$ cat src/rtl/i2s_capture.sv
// i2s_capture: I2S ADC receiver that packs samples little-endian into a
// double-buffered byte RAM. Optional overrun counter: I2S_CAPTURE_OVERRUN_CNT_EN.

module i2s_capture #(
    parameter int BUFFER_ADDR_BITS = 9,
    parameter int SAMPLE_BITS      = 16
) (
    input  logic                      clk,
    input  logic                      rst_n,
    input  logic                      capture_en_i,
    input  logic                      capture_mono_i,
    input  logic                      aud_bclk_i,
    input  logic                      aud_adclrck_i,
    input  logic                      aud_adcdat_i,
    output logic [BUFFER_ADDR_BITS:0] buffer_addr_o,
    output logic [7:0]                buffer_data_o,
    output logic                      buffer_wren_o,
    output logic                      buffer_filled_o,
    input  logic                      buffer_filled_ack_i,
`ifdef I2S_CAPTURE_OVERRUN_CNT_EN
    output logic [15:0]               buffer_overrun_cnt_o,
`endif
    output logic                      buffer_overrun_o
);

    typedef enum logic [2:0] {
        IDLE,
        ALIGN,
        SKIP,
        SHIFT,
        HOLD,
        WR_LO,
        WR_HI
    } state_t;

    localparam logic [4:0] LAST_BIT = 5'(SAMPLE_BITS - 1);
    localparam logic [BUFFER_ADDR_BITS-1:0] PTR_ONE = 1;
    localparam logic [BUFFER_ADDR_BITS-1:0] PTR_MAX = '1;

    logic bclk_s1_q, bclk_s2_q, bclk_prev_q;
    logic lrck_s1_q, lrck_s2_q, lrck_q;
    logic dat_s1_q, dat_s2_q;

    state_t state_q, state_d;
    logic [BUFFER_ADDR_BITS-1:0] ptr_q, ptr_d;
    logic half_q, half_d;
    logic filled_q, filled_d;
    logic ovr_q, ovr_d;
    logic [15:0] shreg_q, shreg_d;
    logic [4:0] cnt_q, cnt_d;
    logic chan_q, chan_d;
    logic mono_q, mono_d;

    logic bclk_rise;
    logic lrck_edge;
    logic lrck_fall;
    logic keep;
    logic wr;
    logic [7:0] wdata;

    assign bclk_rise = bclk_s2_q & ~bclk_prev_q;
    assign lrck_edge = bclk_rise & (lrck_s2_q ^ lrck_q);
    assign lrck_fall = lrck_edge & ~lrck_s2_q;
    assign keep      = ~mono_q | ~chan_q;

    // Synchronise codec clocks/data and keep the LRCK copy seen at each BCLK rise
    always_ff @(posedge clk or negedge rst_n) begin
        if (!rst_n) begin
            bclk_s1_q   <= 1'b0;
            bclk_s2_q   <= 1'b0;
            bclk_prev_q <= 1'b0;
            lrck_s1_q   <= 1'b0;
            lrck_s2_q   <= 1'b0;
            lrck_q      <= 1'b0;
            dat_s1_q    <= 1'b0;
            dat_s2_q    <= 1'b0;
        end else begin
            bclk_s1_q   <= aud_bclk_i;
            bclk_s2_q   <= bclk_s1_q;
            bclk_prev_q <= bclk_s2_q;
            lrck_s1_q   <= aud_adclrck_i;
            lrck_s2_q   <= lrck_s1_q;
            dat_s1_q    <= aud_adcdat_i;
            dat_s2_q    <= dat_s1_q;
            if (bclk_rise) begin
                lrck_q <= lrck_s2_q;
            end
        end
    end

    // Capture state, write pointer, half select and handshake registers
    always_ff @(posedge clk or negedge rst_n) begin
        if (!rst_n) begin
            state_q  <= IDLE;
            ptr_q    <= '0;
            half_q   <= 1'b0;
            filled_q <= 1'b0;
            ovr_q    <= 1'b0;
            shreg_q  <= '0;
            cnt_q    <= '0;
            chan_q   <= 1'b0;
            mono_q   <= 1'b0;
        end else begin
            state_q  <= state_d;
            ptr_q    <= ptr_d;
            half_q   <= half_d;
            filled_q <= filled_d;
            ovr_q    <= ovr_d;
            shreg_q  <= shreg_d;
            cnt_q    <= cnt_d;
            chan_q   <= chan_d;
            mono_q   <= mono_d;
        end
    end

    // Next-state: word alignment, bit shifting, byte writes and half swapping
    always_comb begin
        state_d  = state_q;
        ptr_d    = ptr_q;
        half_d   = half_q;
        filled_d = filled_q;
        ovr_d    = 1'b0;
        shreg_d  = shreg_q;
        cnt_d    = cnt_q;
        chan_d   = chan_q;
        mono_d   = mono_q;
        wr       = 1'b0;
        wdata    = 8'h00;

        // LRCK level after an edge names the channel now arriving (1 = right)
        if (lrck_edge) begin
            chan_d = lrck_s2_q;
        end

        if (filled_q && buffer_filled_ack_i) begin
            filled_d = 1'b0;
        end

        unique case (state_q)
            IDLE: begin
                if (capture_en_i) begin
                    ptr_d   = '0;
                    state_d = ALIGN;
                end
            end
            ALIGN: begin
                mono_d = capture_mono_i;
                if (!capture_en_i) begin
                    state_d = IDLE;
                end else if (lrck_fall) begin
                    state_d = SKIP;
                end
            end
            SKIP: begin
                // The rise that revealed the LRCK edge carried the delay bit
                if (!capture_en_i) begin
                    state_d = IDLE;
                end else begin
                    cnt_d   = '0;
                    state_d = SHIFT;
                end
            end
            SHIFT: begin
                if (!capture_en_i) begin
                    state_d = IDLE;
                end else if (lrck_edge) begin
                    state_d = SKIP;
                end else if (bclk_rise) begin
                    shreg_d = {shreg_q[14:0], dat_s2_q};
                    cnt_d   = cnt_q + 5'd1;
                    if (cnt_q == LAST_BIT) begin
                        state_d = keep ? WR_LO : HOLD;
                    end
                end
            end
            HOLD: begin
                if (!capture_en_i) begin
                    state_d = IDLE;
                end else if (lrck_edge) begin
                    state_d = SKIP;
                end
            end
            WR_LO: begin
                wr    = 1'b1;
                wdata = shreg_q[7:0];
                if (SAMPLE_BITS == 8) begin
                    state_d = capture_en_i ? HOLD : IDLE;
                end else begin
                    state_d = WR_HI;
                end
            end
            WR_HI: begin
                wr      = 1'b1;
                wdata   = shreg_q[15:8];
                state_d = capture_en_i ? HOLD : IDLE;
            end
            default: begin
                state_d = IDLE;
            end
        endcase

        // A wrap hands the half over unless the consumer still holds the other
        if (wr) begin
            ptr_d = ptr_q + PTR_ONE;
            if (ptr_q == PTR_MAX) begin
                if (!filled_q || buffer_filled_ack_i) begin
                    half_d   = ~half_q;
                    filled_d = 1'b1;
                end else begin
                    ovr_d = 1'b1;
                end
            end
        end
    end

    assign buffer_addr_o    = {half_q, ptr_q};
    assign buffer_data_o    = wdata;
    assign buffer_wren_o    = wr;
    assign buffer_filled_o  = filled_q;
    assign buffer_overrun_o = ovr_q;

`ifdef I2S_CAPTURE_OVERRUN_CNT_EN
    logic        en_q;
    logic [15:0] ovr_cnt_q;

    // Saturating overrun count, restarted by each new capture enable
    always_ff @(posedge clk or negedge rst_n) begin
        if (!rst_n) begin
            en_q      <= 1'b0;
            ovr_cnt_q <= '0;
        end else begin
            en_q <= capture_en_i;
            if (capture_en_i && !en_q) begin
                ovr_cnt_q <= '0;
            end else if (ovr_q && ovr_cnt_q != 16'hFFFF) begin
                ovr_cnt_q <= ovr_cnt_q + 16'd1;
            end
        end
    end

    assign buffer_overrun_cnt_o = ovr_cnt_q;
`else
    // Overrun pulses are exported only as the one-cycle buffer_overrun_o
`endif

endmodule

$ cat config.mk
export PLATFORM = sky130hd
export DESIGN_NAME = i2s_capture
export DESIGN_NICKNAME = d
export VERILOG_FILES = /design/src/rtl/i2s_capture.sv
export SDC_FILE = /design/constraint.sdc
export NUM_CORES = 1
export LEC_CHECK = 0
export CORE_MARGIN = 3
export CORE_UTILIZATION = 45
export CTS_CLUSTER_DIAMETER = 50
export CTS_CLUSTER_SIZE = 16
export DETAILED_ROUTE_END_ITERATION = 8
export PLACE_DENSITY_LB_ADDON = 0.15
export SYNTH_ARGS = -nofsm -noshare
export SYNTH_HDL_FRONTEND = slang
export SYNTH_SLANG_ARGS = --single-unit
$ cat constraint.sdc
create_clock -name clk -period 2.3 [get_ports clk]
set_clock_uncertainty 0.15 [all_clocks]
set_input_delay 0.46 -clock clk [delete_from_list [all_inputs] [get_ports clk]]
set_output_delay 0.46 -clock clk [all_outputs]
set_load 0.03 [all_outputs]
-- Word level (Yosys, flattened, before mapping)
Index checks and enable logic that the tools add are counted.
- output and inout bits: 21
- bits of input ports: 8
- register bits after elaboration: 46
- logic and storage cells: 90
- bitwise logic cells: 11
- mux-type cells: 30
- reduce and logical (&&, ||, !) cells: 13
- add/subtract/negate cells: 2
- eq/ne operators: 17
- operator list (kind ; number):
    $mux W3 ; 10
    $mux W9 ; 3
    $pmux W3 S7 ; 1
    $mux W5 ; 4
    $pmux W8 S2 ; 1
    $ne A2 B2 Y1 const B ; 5
    $pmux W5 S2 ; 1
    $reduce_and A5 Y1 ; 2
    $add A9 B1 Y9 const B ; 1
    $eq A3 B3 Y1 const B ; 3
    $eq A9 B9 Y1 const B ; 1
    $mux W1 ; 9
    $ne A4 B4 Y1 const B ; 2
    $eq A3 B2 Y1 const B ; 2
    $ne A3 B3 Y1 const B ; 2
    $not A1 Y1 ; 6
    $reduce_bool A2 Y1 ; 3
    $add A5 B1 Y5 const B ; 1
    $eq A5 B4 Y1 const B ; 1
    $reduce_and A4 Y1 ; 1
    $and A1 B1 Y1 ; 3
    $eq A3 B1 Y1 const B ; 1
    $logic_not A3 Y1 ; 1
    $reduce_and A3 Y1 ; 1
    other kinds (8) ; 8

-- Depth between registers and ports, before layout
Gate-level depths: netlist (run 1).
- word-level depth: 8
- depth in mapped cells: 8
- gate-level depth less buffers: 7

-- Worst setup path after synthesis (run 1)
Ideal clock, no wire load.
- kind: flip-flop to output port
- start: register state_q[0]
- end: output port buffer_data_o[0]
- buffers on the path: 2
- setup slack: 340 ps
- required time: 1690 ps
- cell stages (with the launch flop): 6
- arrival: 1350 ps
- path through: dfrtp_1 buf_6 nor2b_2 buf_6 a22oi_1 nor2b_1
- cells in the longest elaborated chain, start to end: 2
- elaborated cells between the ends (all ways): 3
- those cells by class: eq/ne (2); mux (1)
- ends and longest elaborated chain (what ; RTL line ; RTL):
    start, declared ; 44 ; state_t state_q, state_d;
    start signal, assigned ; 104 ; state_q <= state_d;
    $eq A3 B3 Y1 ; 139 ; unique case (state_q)
    $pmux W8 S2 * ; 139 ;
    end, declared ; 16 ; output logic [7:0] buffer_data_o,
Mark *: on every way between the ends. The rest lies on a longest branch, timed or not.

-- Worst setup path in the final report (run 1)
- start: register state_q[0]
- end: output port buffer_wren_o
- cells in the longest elaborated chain, start to end: 3
- elaborated cells between the ends (all ways): 4
- those cells by class: eq/ne (2); mux (1); reduce/logical (1)
- ends and longest elaborated chain (what ; RTL line ; RTL):
    $eq A3 B3 Y1 ; 139 ;
    $reduce_or A2 Y1 (no source line) * ; n/a ;
    $mux W1 * ; 139 ;
    end, declared ; 17 ; output logic buffer_wren_o,
Marks and branches as above.

==> metrics.md, run 1 <==
| Metric | Value |
|---|---|
| Status | `completed` |
| Antenna-violating nets left | `0` |
| Worst path top cell family by delay | `buffers and inverters` |
| Req. time, crit path | `between 1.5 and 2 ns` |
| Die width | `78.47 um` |
| Latest clock arrival within the worst-skew pair | `around 0.29 ns` |
| Via Count | `roughly 1700` |
| Largest cells by area after synthesis | `dfrtp_1 49%, mux2_4 7.0%, nand2_1 3.8%, mux2_2 3.3%, a22oi_1 2.9%` |
| Core area | `between 0.004 and 0.005 mm2` |
| Reg-to-reg slack, setup | `0.35 ns` |
| Drt wl/cell | `approximately 15 um` |
| Leak pwr | `about 1.3 nW` |
| Syn Inst Count | `just under 200` |
| Worst reg2reg path endpoint | `shreg_q[10]` |
| Die H | `between 70 and 80 um` |
| Pin count of the biggest net entering global routing | `47` |
| Fmax | `about 0.45 GHz` |
| Min Tclk post-route | `roughly 2.2 ns` |
| DP Wirelength | `between 3 and 4 mm` |
| HP Class | `in -> async` |
| Post-synth top area cell | `dfrtp_1` |
| Total die area | `roughly 0.0062 mm2` |
| Worst r2r src | `lrck_q` |
| DRC errors left | `0` |
| Final period util | `95.75%` |
| DR iter-0 viols | `101` |
| CTS tree | `built` |
| Area grow syn2layout | `18.90%` |
| Clock buffer count from CTS | `5` |
| Peak supply drop | `between 0.3 and 0.4 mV` |
| Endpoint type of the worst setup path | `output port` |
| CTS Hold Buffers Added | `0` |
| Comb power frac | `33.0%` |
| Initial antenna violation count | `0` |
| Synth Flop Type | `dfrtp_1` |
| PD cells | `roughly 840 mW/mm2` |
| Post-synth cell types | `53` |
| Root buf cell | `clkbuf_8` |
| Cells after DPL | `approximately 300` |
| Pint | `between 0.0015 and 0.002 W` |
| CP Buf/Inv Count | `4` |
| Max-slew violations | `0` |
| Clock transition at path regs | `approximately 0.09 ns` |
| Rel. slew slack | `about 61%` |
| Post-synthesis cell area | `~0.0024 mm2` |
| H-tree depth | `2` |
| Crit path DAT | `around 1.6 ns` |
| Seq pwr share | `~41%` |
| Port-buffer cells | `28` |
| Ys async rst share | `100.0%` |
| 1st-pass router iterations | `4` |
| Gr usage total | `approximately 16%` |
| Gpl congestion | `between 0.8 and 0.9` |
| Vias in the first global route | `roughly 1700` |
| FF+latch count, synth | `46` |
| First-pass GRT wire length | `around 8 mm` |
| Final-report hold violation count | `0` |
| Critical path peak fanout | `9` |
| IO Count | `29` |
| Initial core utilization | `roughly half` |
| Vias per inst | `5.469` |
| Inserted Diodes | `0` |
| Switching pwr | `0.0008015 W` |
| Final Core Density | `a little under three fifths` |
| Aggregate global routing overflow | `0` |
| Clk pwr share | `25.6%` |
| Worst-Margin Slew | `just under 0.6 ns` |
| Place WS | `around 0.11 ns` |
| Maxcap violations | `0` |
| Critical path class | `reg -> out` |
| Count leader, synth | `dfrtp_1` |
| Worst setup SP type | `flop` |
| Setup WS post-layout | `~0.098 ns` |
| R2R cell count | `4` |
| Syn_nets | `~210` |
| Non-Filler Instances | `approximately 300` |
| EDFF count, synth | `0` |
| RSZ-0062 raised after global routing | `true` |
| Critical path's largest stage delay | `~0.37 ns` |
| Crit path launch | `state_q[0]` |
| Setup violators final | `0` |
| Critical path's most frequent cell | `buf_4` |
| Layout cells sized above 1 | `between 20% and 30%` |
| Synth top area share | `48.70%` |
| Sw Ratio | `between 30% and 40%` |
| Crit-path slowest cell | `dfrtp_1` |
| Top post-synthesis cells by count | `46 x dfrtp_1, 24 x nand2_1, 11 x mux2_4, 9 x a22oi_1, 8 x nor2b_1` |
| Sink Count | `46` |
| Total routed wirelength | `around 4.5 mm` |
| Register area share after synthesis | `about half` |
| Worst-path cell chain | `buf_4, nor2b_4, buf_4, o21ai_4, inv_2, buf_4` |
| Mean post-synth cell area | `roughly 12 um2` |
| Row Count | `25` |
| Ys Warns | `0` |
| Nets | `247` |
| Maximum clock insertion buffer count | `2` |
## metal layers
layer / share of wire, % / wire length [um] / GRT usage (%)
met1: 45 / 2055 / 19.30
met4: 1.5 / 66 / 6.119
met3: 5.6 / 254 / 3.899
met2: 48 / 2172 / 27.23
met5: 0 / 0 / 0
## kinds of logic (layout without fill, tap and decap cells)
family	count (synthesis)	count (layout)	synth area share, %
AOI/OAI and AO/OA	43	43	13.71
adders and majority gates	4	4	2.118
and+or+nand+nor	64	64	16.09
buffers and inverters	15	52	5.134
DFF	46	46	48.70
muxes	23	23	12.44
xor gates and xnor gates	4	4	1.800
## layout make-up
| class | instances | area, um2 |
|---|---|---|
| clock buffer | 5 | 68.82 |
| clock inverter | 3 | 43.79 |
| fill | 424 | 2101 |
| inverter | 5 | 18.77 |
| multi-input combinational | 138 | 1096 |
| sequential | 46 | 1151 |
| tap | 67 | 83.83 |
| timing repair buffer | 39 | 347.8 |
## power groups by stage
stage / logic (W) / clock network, W / registers, W
5_1_grt: 0.000849 / 0.000662 / 0.000994
6_report: 0.000782 / 0.000607 / 0.000979
3_5_place_dp: 0.000738 / 0 / 0.000993
2_1_floorplan: 0.000577 / 0 / 0.000986
4_1_cts: 0.000741 / 0.000625 / 0.000976
3_3_place_gp: 0.000722 / 0 / 0.000984
## sequential cells by signal, indices dropped and copies added (netlist names), 3 cells and up
register and count:
cnt_q 5, ptr_q 9, shreg_q 16, state_q 3
## how the worst max path moves through the flow
stage / to / slack (ns) / depth (start not counted)
after detailed placement: cnt_q[0] / 0.11 / 5
after CTS: buffer_data_o[0] / 0.09 / 5
final: buffer_wren_o / 0.1 / 6
after global placement: shreg_q[9] / 0.15 / 4
after floorplan: buffer_data_o[0] / 0.34 / 5
after global routing: buffer_wren_o / -0.01 / 6
## per-stage QoR
stage | TNS (ns) | total power, W | hold slack, ns | cell area [um2]
after global placement | 0 | 0.001705 | 0.1827 | 2665
final | 0 | 0.002368 | 0.08290 | 2810
after floorplan | 0 | 0.001563 | 0.01441 | 2364
after CTS | 0 | 0.002343 | 0.1068 | 2778
after detailed placement | 0 | 0.001731 | 0.1858 | 2665
after global routing | -0.01213 | 0.002504 | 0.1342 | 2810
## worst register-to-register path, stage by stage (launching register included)
cell and delay (ns):
dfrtp_1 0.46, xnor2_2 0.38, nand2_4 0.13, nor2_8 0.34, mux2_2 0.38
## repair_timing
action                     CTS  global route
setup endpoints to repair    0             2
buffers inserted             0             2
resized for setup            0             1
## cell usage in the layout, fill, tap and decap left out, types with 6 or more instances in the layout
| cell | count |
|---|---|
| dfrtp_1 | 46 |
| nand2_1 | 24 |
| buf_4 | 19 |
| clkdlybuf4s50_1 | 18 |
| mux2_4 | 11 |
| a22oi_1 | 9 |
| nor2b_1 | 8 |
| o21ai_0 | 7 |
| mux2_2 | 7 |
| nand3_1 | 6 |
| nor2_1 | 6 |
Note: power is estimated with default switching activity, not from simulation.
==> inputs of run 2 (changes only) <==
Settings changed: PLACE_DENSITY set to 0.69, PLACE_DENSITY_LB_ADDON 0.15 to unset.
==> run 2 against run 1 <==
Compared with the run above:
- via count down 2.1%
- die area unchanged
- total power increased by 1.0%
- flip-flop and latch count unchanged
- first-iteration DRC count increased by 11%
- largest cell class unchanged
- highest routed layer unchanged
==> metrics.md, run 2 (synthesis results as in run 1) <==
| Metric | Value |
|---|---|
| Vias in the first global route | `1618 (was 1730)` |
| Root buf cell | `clkbuf_8 (unchanged)` |
| Clock buffer count from CTS | `5 (unchanged)` |
| Area grow syn2layout | `20.91% (was 18.90%)` |
| Flip-flop count of the largest register after layout | `16 (unchanged)` |
| Fmax | `0.4647 GHz (was 0.4541 GHz)` |
| First-pass GRT wire length | `7.631 mm (was 7.803 mm)` |
| HP Class | `reg -> reg (was in -> async)` |
| Gpl congestion | `0.8631 (was 0.8309)` |
| Status | `completed (unchanged)` |
| H-tree depth | `2 (unchanged)` |
| Critical path's most frequent cell | `buf_4 (unchanged)` |
| Via Count | `1623 (was 1657)` |
| Port-buffer cells | `28 (unchanged)` |
| Die width | `78.47 um (unchanged)` |
| Finished layout cell area | `0.002858 mm2 (was 0.002810 mm2)` |
| Regs by FF count | `shreg_q (16), ptr_q (9), cnt_q (5) (unchanged)` |
| Layout cells sized above 1 | `27.27% (was 25.85%)` |
| Leading cell type in the layout, fill and taps excluded | `dfrtp_1 (unchanged)` |
| Die H | `78.47 um (unchanged)` |
| Initial core utilization | `48.13% (unchanged)` |
| Maxcap violations | `0 (unchanged)` |
| Antenna-violating nets left | `0 (unchanged)` |
| Clock transition at path regs | `0.09 ns (about the same)` |
| R2R cell count | `5 (was 4)` |
| Pin count of the biggest net entering global routing | `19 (was 47)` |
| Nets | `253 (was 247)` |
| Gr usage total | `15.56% (was 15.91%)` |
| Inserted Diodes | `0 (unchanged)` |
| Worst setup SP type | `flop (unchanged)` |
| RSZ-0062 raised after global routing | `false (was true)` |
| Min Tclk post-route | `2.152 ns (was 2.202 ns)` |
| DP Wirelength | `3.071 mm (was 3.172 mm)` |
| Total routed wirelength | `4.362 mm (was 4.548 mm)` |
| Core area | `0.004911 mm2 (unchanged)` |
| DRC errors left | `0 (unchanged)` |
| Peak supply drop | `0.4888 mV (was 0.3577 mV)` |
| Maximum clock insertion buffer count | `2 (unchanged)` |
| Aggregate global routing overflow | `0 (unchanged)` |
| Rel. slew slack | `72.50% (was 61.09%)` |
| Layout fillers | `438 (was 424)` |
| DR iter-0 viols | `112 (was 101)` |
| Latest clock arrival within the worst-skew pair | `0.30 ns (was 0.29 ns)` |
| Worst hold path depth | `0` |
| Crit path DAT | `1.54 ns (was 1.59 ns)` |
| 1st-pass router iterations | `4 (unchanged)` |
| Vias per inst | `5.252 (was 5.469)` |
| Final-report hold violation count | `0 (unchanged)` |
| Worst-Margin Slew | `0.4105 ns (was 0.5837 ns)` |
| Max-slew violations | `0 (unchanged)` |
| Setup violators final | `0 (unchanged)` |
| Crit-path slowest cell | `dfrtp_1 (unchanged)` |
| Sink Count | `46 (unchanged)` |
| Row Count | `25 (unchanged)` |
| Final period util | `93.56% (was 95.75%)` |
| Leak pwr | `1.312 nW (was 1.296 nW)` |
| Endpoint type of the worst setup path | `output port (unchanged)` |
| CTS tree | `built (unchanged)` |
| Critical path peak fanout | `10 (was 9)` |
| Total die area | `0.006158 mm2 (unchanged)` |
| Setup TNS | `0 ns (unchanged)` |
| Most frequent cells in the layout | `45 x dfrtp_1, 24 x nand2_1, 23 x buf_4 (was 46 x dfrtp_1, 24 x nand2_1, 19 x buf_4)` |
| Drt wl/cell | `14.12 um (was 15.01 um)` |
| Critical path class | `reg -> out (unchanged)` |
| Critical path's largest stage delay | `0.39 ns (was 0.37 ns)` |
| Initial antenna violation count | `0 (unchanged)` |
| Biggest register | `shreg_q (unchanged)` |
| Placed Area | `0.002708 mm2 (was 0.002665 mm2)` |
| Req. time, crit path | `1.69 ns (about the same)` |
| IO Count | `29 (unchanged)` |
| Worst-path cell chain | `buf_4, nor2b_2, a22oi_1, nor2b_1, buf_4 (was buf_4, nor2b_4, buf_4, o21ai_4, inv_2, buf_4)` |
| PD cells | `837.3 mW/mm2 (was 842.7 mW/mm2)` |
## run 2: path summary, 6_finish.rpt
kind,from,to,slack [ns]
setup / recovery,state_q[0],buffer_data_o[4],0.15
hold / removal,lrck_s1_q,lrck_s2_q,0.20
setup reg to reg,lrck_s2_q,shreg_q[10],0.40
hold reg to reg,lrck_s1_q,lrck_s2_q,0.20
max in group asynchronous,rst_n,shreg_q[1],1.05
min in group asynchronous,rst_n,ptr_q[1],0.42
## run 2: area by class of cell
type	count	area, um2	share of cell area (%)
Clock buffer	6	72.57	2.539
Clock inverter	2	37.54	1.313
Inverter	5	18.77	0.6567
Multi-Input combinational cell	139	1105	38.66
Sequential cell	46	1152	40.32
Tap cell	67	83.83	2.933
Timing Repair Buffer	44	387.9	13.57
## run 2: routing by layer
metal	part of all wire (%)	track usage, %	up-vias	routed length, um
met1	51	22.71	792	2209
met3	3.5	3.440	5	152
li1	-	-	797	-
met5	0	0	-	0
met4	1.3	6.469	0	55
met2	45	22.17	29	1945
## run 2: what timing repair did
item,4_1_cts,5_1_grt
gates resized for setup,0,2
endpoints found under the setup margin,0,8
setup buffers,0,2
hold buffers,1,0
hold endpoints to repair,12,0
## run 2: critical path: cells and delay by family (launching register included)
| family | cells | cell delay [ns] |
|---|---|---|
| AO/OA/AOI/OAI | 1 | 0.11 |
| buffers and inverters | 2 | 0.35 |
| flip-flops | 1 | 0.39 |
| AND/OR/NAND/NOR | 2 | 0.39 |
## run 2: power breakdown
group | internal (W) | switching [W]
registers | 0.000887 | 0.000104
clock network | 0.000324 | 0.000278
logic | 0.000373 | 0.000426
## run 2: through the flow
stage | worst slack (ns) | util, % | std cells | hold slack [ns] | total power, W
2_1_floorplan | 0.3401 | - | 199 | 0.01441 | 0.001563
3_3_place_gp | 0.1031 | 55.13 | 297 | 0.1831 | 0.001739
3_5_place_dp | 0.05055 | 55.13 | 297 | 0.1855 | 0.001738
4_1_cts | 0.0006475 | 57.58 | 306 | 0.1997 | 0.002343
5_1_grt | 0.01225 | 58.19 | 309 | 0.2073 | 0.002521
6_report | 0.1482 | 58.19 | 309 | 0.1965 | 0.002393
==> inputs of run 3 (changes only) <==
Settings changed: CAP_MARGIN set to 20, PLACE_DENSITY 0.69 to 0.66, SLEW_MARGIN set to 0.
==> run 3 against run 2 <==
Compared with the run above:
- core utilization down 0.43 points
- register-to-register slack about the same
- flip-flop and latch count unchanged
- wire length up 2.3%
==> metrics.md, run 3 (synthesis results as in run 1) <==
| Metric | Value |
|---|---|
| Maximum clock insertion buffer count | `2 (unchanged)` |
| Root buf cell | `clkbuf_8 (unchanged)` |
| Clock transition at path regs | `0.09 ns (about the same)` |
| Critical path peak fanout | `9 (was 10)` |
| Port-buffer cells | `28 (unchanged)` |
| Biggest register | `shreg_q (unchanged)` |
| Rel. slew slack | `69.70% (was 72.50%)` |
| Total routed wirelength | `4.464 mm (was 4.362 mm)` |
| Latest clock arrival within the worst-skew pair | `0.30 ns (about the same)` |
| H-tree depth | `2 (unchanged)` |
| Die H | `78.47 um (unchanged)` |
| Worst reg2reg path endpoint | `shreg_q[9] (was shreg_q[10])` |
| Worst Hold End | `lrck_s2_q (unchanged)` |
| Area grow syn2layout | `20.01% (was 20.91%)` |
| Most frequent cells in the layout | `44 x dfrtp_1, 24 x nand2_1, 20 x buf_4 (was 45 x dfrtp_1, 24 x nand2_1, 23 x buf_4)` |
| Clk pwr share | `24.9% (was 25.2%)` |
| DRC errors left | `0 (unchanged)` |
| Critical path class | `reg -> out (unchanged)` |
| Setup violators final | `0 (unchanged)` |
| Pwr Total | `0.002358 W (was 0.002393 W)` |
| Hold_sp | `lrck_s1_q (unchanged)` |
| Seq pwr share | `42.5% (was 41.4%)` |
| Via Count | `1606 (was 1623)` |
| Endpoint type of the worst setup path | `output port (unchanged)` |
| IO Count | `29 (unchanged)` |
| Setup TNS | `0 ns (unchanged)` |
| GRT busiest layer | `met2 (was met1)` |
| Layout cells sized above 1 | `26.78% (was 27.27%)` |
| Initial core utilization | `48.13% (unchanged)` |
| Hold Worst Slack | `0.2046 ns (was 0.1965 ns)` |
| HP Class | `reg -> reg (unchanged)` |
| Vias per inst | `5.248 (was 5.252)` |
| DP Wirelength | `3.148 mm (was 3.071 mm)` |
| Aggregate global routing overflow | `0 (unchanged)` |
| Pin count of the biggest net entering global routing | `22 (was 19)` |
| Finished layout cell area | `0.002836 mm2 (was 0.002858 mm2)` |
| Footprint of the multi-input gates | `0.001105 mm2 (unchanged)` |
| Antenna-violating nets left | `0 (unchanged)` |
| Row Count | `25 (unchanged)` |
| Total die area | `0.006158 mm2 (unchanged)` |
| Crit path DAT | `1.57 ns (was 1.54 ns)` |
| Die width | `78.47 um (unchanged)` |
| Final-report hold violation count | `0 (unchanged)` |
| Maxcap violations | `0 (unchanged)` |
| Comb power frac | `32.6% (was 33.4%)` |
| Fmax | `0.4586 GHz (was 0.4647 GHz)` |
| Switching pwr | `0.0007875 W (was 0.0008079 W)` |
| CTS tree | `built (unchanged)` |
| Leak pwr | `1.297 nW (was 1.312 nW)` |
| Inserted Diodes | `0 (unchanged)` |
| Final Core Density | `57.76% (was 58.19%)` |
| Met1 Track Usage GR | `21.94% (was 22.71%)` |
| Nets | `250 (was 253)` |
| Register area | `0.001154 mm2 (was 0.001152 mm2)` |
| Sink Count | `46 (unchanged)` |
| Core area | `0.004911 mm2 (unchanged)` |
| Req. time, crit path | `1.69 ns (about the same)` |
| Worst r2r src | `lrck_q (was lrck_s2_q)` |
| 1st-pass router iterations | `4 (unchanged)` |
| Clock buffer count from CTS | `5 (unchanged)` |
| Layout fillers | `428 (was 438)` |
| Final period util | `94.81% (was 93.56%)` |
| Regs by FF count | `shreg_q (16), ptr_q (9), cnt_q (5) (unchanged)` |
| First-pass GRT wire length | `7.617 mm (was 7.631 mm)` |
| Sw Ratio | `33.40% (was 33.76%)` |
| Gr usage total | `15.53% (was 15.56%)` |
| Worst-Margin Slew | `0.4545 ns (was 0.4105 ns)` |
| Drt wl/cell | `14.59 um (was 14.12 um)` |
| Initial antenna violation count | `0 (unchanged)` |
| Worst hold path depth | `0 (unchanged)` |
| Reg-to-reg slack, setup | `0.41 ns (was 0.40 ns)` |
| Max-slew violations | `0 (unchanged)` |
| DR iter-0 viols | `50 (was 112)` |
| Grt met2 use | `23.72% (was 22.17%)` |
| Flip-flop count of the largest register after layout | `16 (unchanged)` |
| Vias in the first global route | `1605 (was 1618)` |
| RSZ-0062 raised after global routing | `false (unchanged)` |
| Min Tclk post-route | `2.181 ns (was 2.152 ns)` |
| Worst setup SP type | `flop (unchanged)` |
| R2R cell count | `5 (unchanged)` |
| Placed Area | `0.002685 mm2 (was 0.002708 mm2)` |
| PD cells | `831.2 mW/mm2 (was 837.3 mW/mm2)` |
| Leading cell type in the layout, fill and taps excluded | `dfrtp_1 (unchanged)` |
| Pint | `0.001570 W (was 0.001585 W)` |
| Status | `completed (unchanged)` |
| Peak supply drop | `0.4711 mV (was 0.4888 mV)` |
| Gpl congestion | `0.8630 (was 0.8631)` |
| Met3 Use GR | `3.670% (was 3.440%)` |
| Crit path launch | `state_q[0] (unchanged)` |
[run 3: worst max path at each step]
| stage | end |
|---|---|
| 3_3_place_gp | cnt_q[0] |
| 3_5_place_dp | cnt_q[0] |
| 4_1_cts | buffer_data_o[0] |
| 6_report | buffer_wren_o |
| 5_1_grt | buffer_data_o[6] |
| 2_1_floorplan | buffer_data_o[0] |
[run 3: stage by stage]
| step | cells | worst slack [ns] |
|---|---|---|
| floorplan | 199 | 0.3401 |
| global placement | 294 | 0.04811 |
| detailed placement | 294 | 0.04110 |
| CTS | 303 | 0.03871 |
| global route | 306 | 0.02916 |
| finish | 306 | 0.1194 |
[run 3: per-layer routing]
metal / up-vias / part of all wire [%]
li1: 798 / -
met1: 775 / 51
met2: 28 / 44
met3: 5 / 3.4
met4: 0 / 1.1
met5: - / 0
[run 3: final cells by class]
| cell class | count | area share, % |
|---|---|---|
| sequential | 46 | 40.67 |
| multi-input combinational | 139 | 38.95 |
| timing repair buffer | 41 | 12.88 |
| tap | 67 | 2.955 |
| clock buffer | 6 | 2.558 |
| clock inverter | 2 | 1.323 |
| inverter | 5 | 0.6617 |
[run 3: power groups by stage]
stage / registers, W / logic, W / clock network [W]
2_1_floorplan: 0.000986 / 0.000577 / 0
3_3_place_gp: 0.00101 / 0.000716 / 0
3_5_place_dp: 0.00101 / 0.000714 / 0
4_1_cts: 0.00100 / 0.000728 / 0.000607
5_1_grt: 0.00102 / 0.000842 / 0.000641
6_report: 0.00100 / 0.000768 / 0.000588
[run 3: repair_timing]
| action | 4_1_cts | 5_1_grt |
|---|---|---|
| hold buffers | 1 | 0 |
| cloned | 0 | 1 |
| endpoints found under the hold margin | 19 | 0 |
| endpoints found under the setup margin | 8 | 8 |
| resized for setup | 1 | 2 |
| setup buffers | 0 | 2 |
[run 3: critical path, stage by stage, from the launching register on]
cell and delay, ns:
dfrtp_2 0.45, buf_4 0.15, nor2b_2 0.27, o21ai_4 0.16, inv_2 0.09, buf_4 0.15
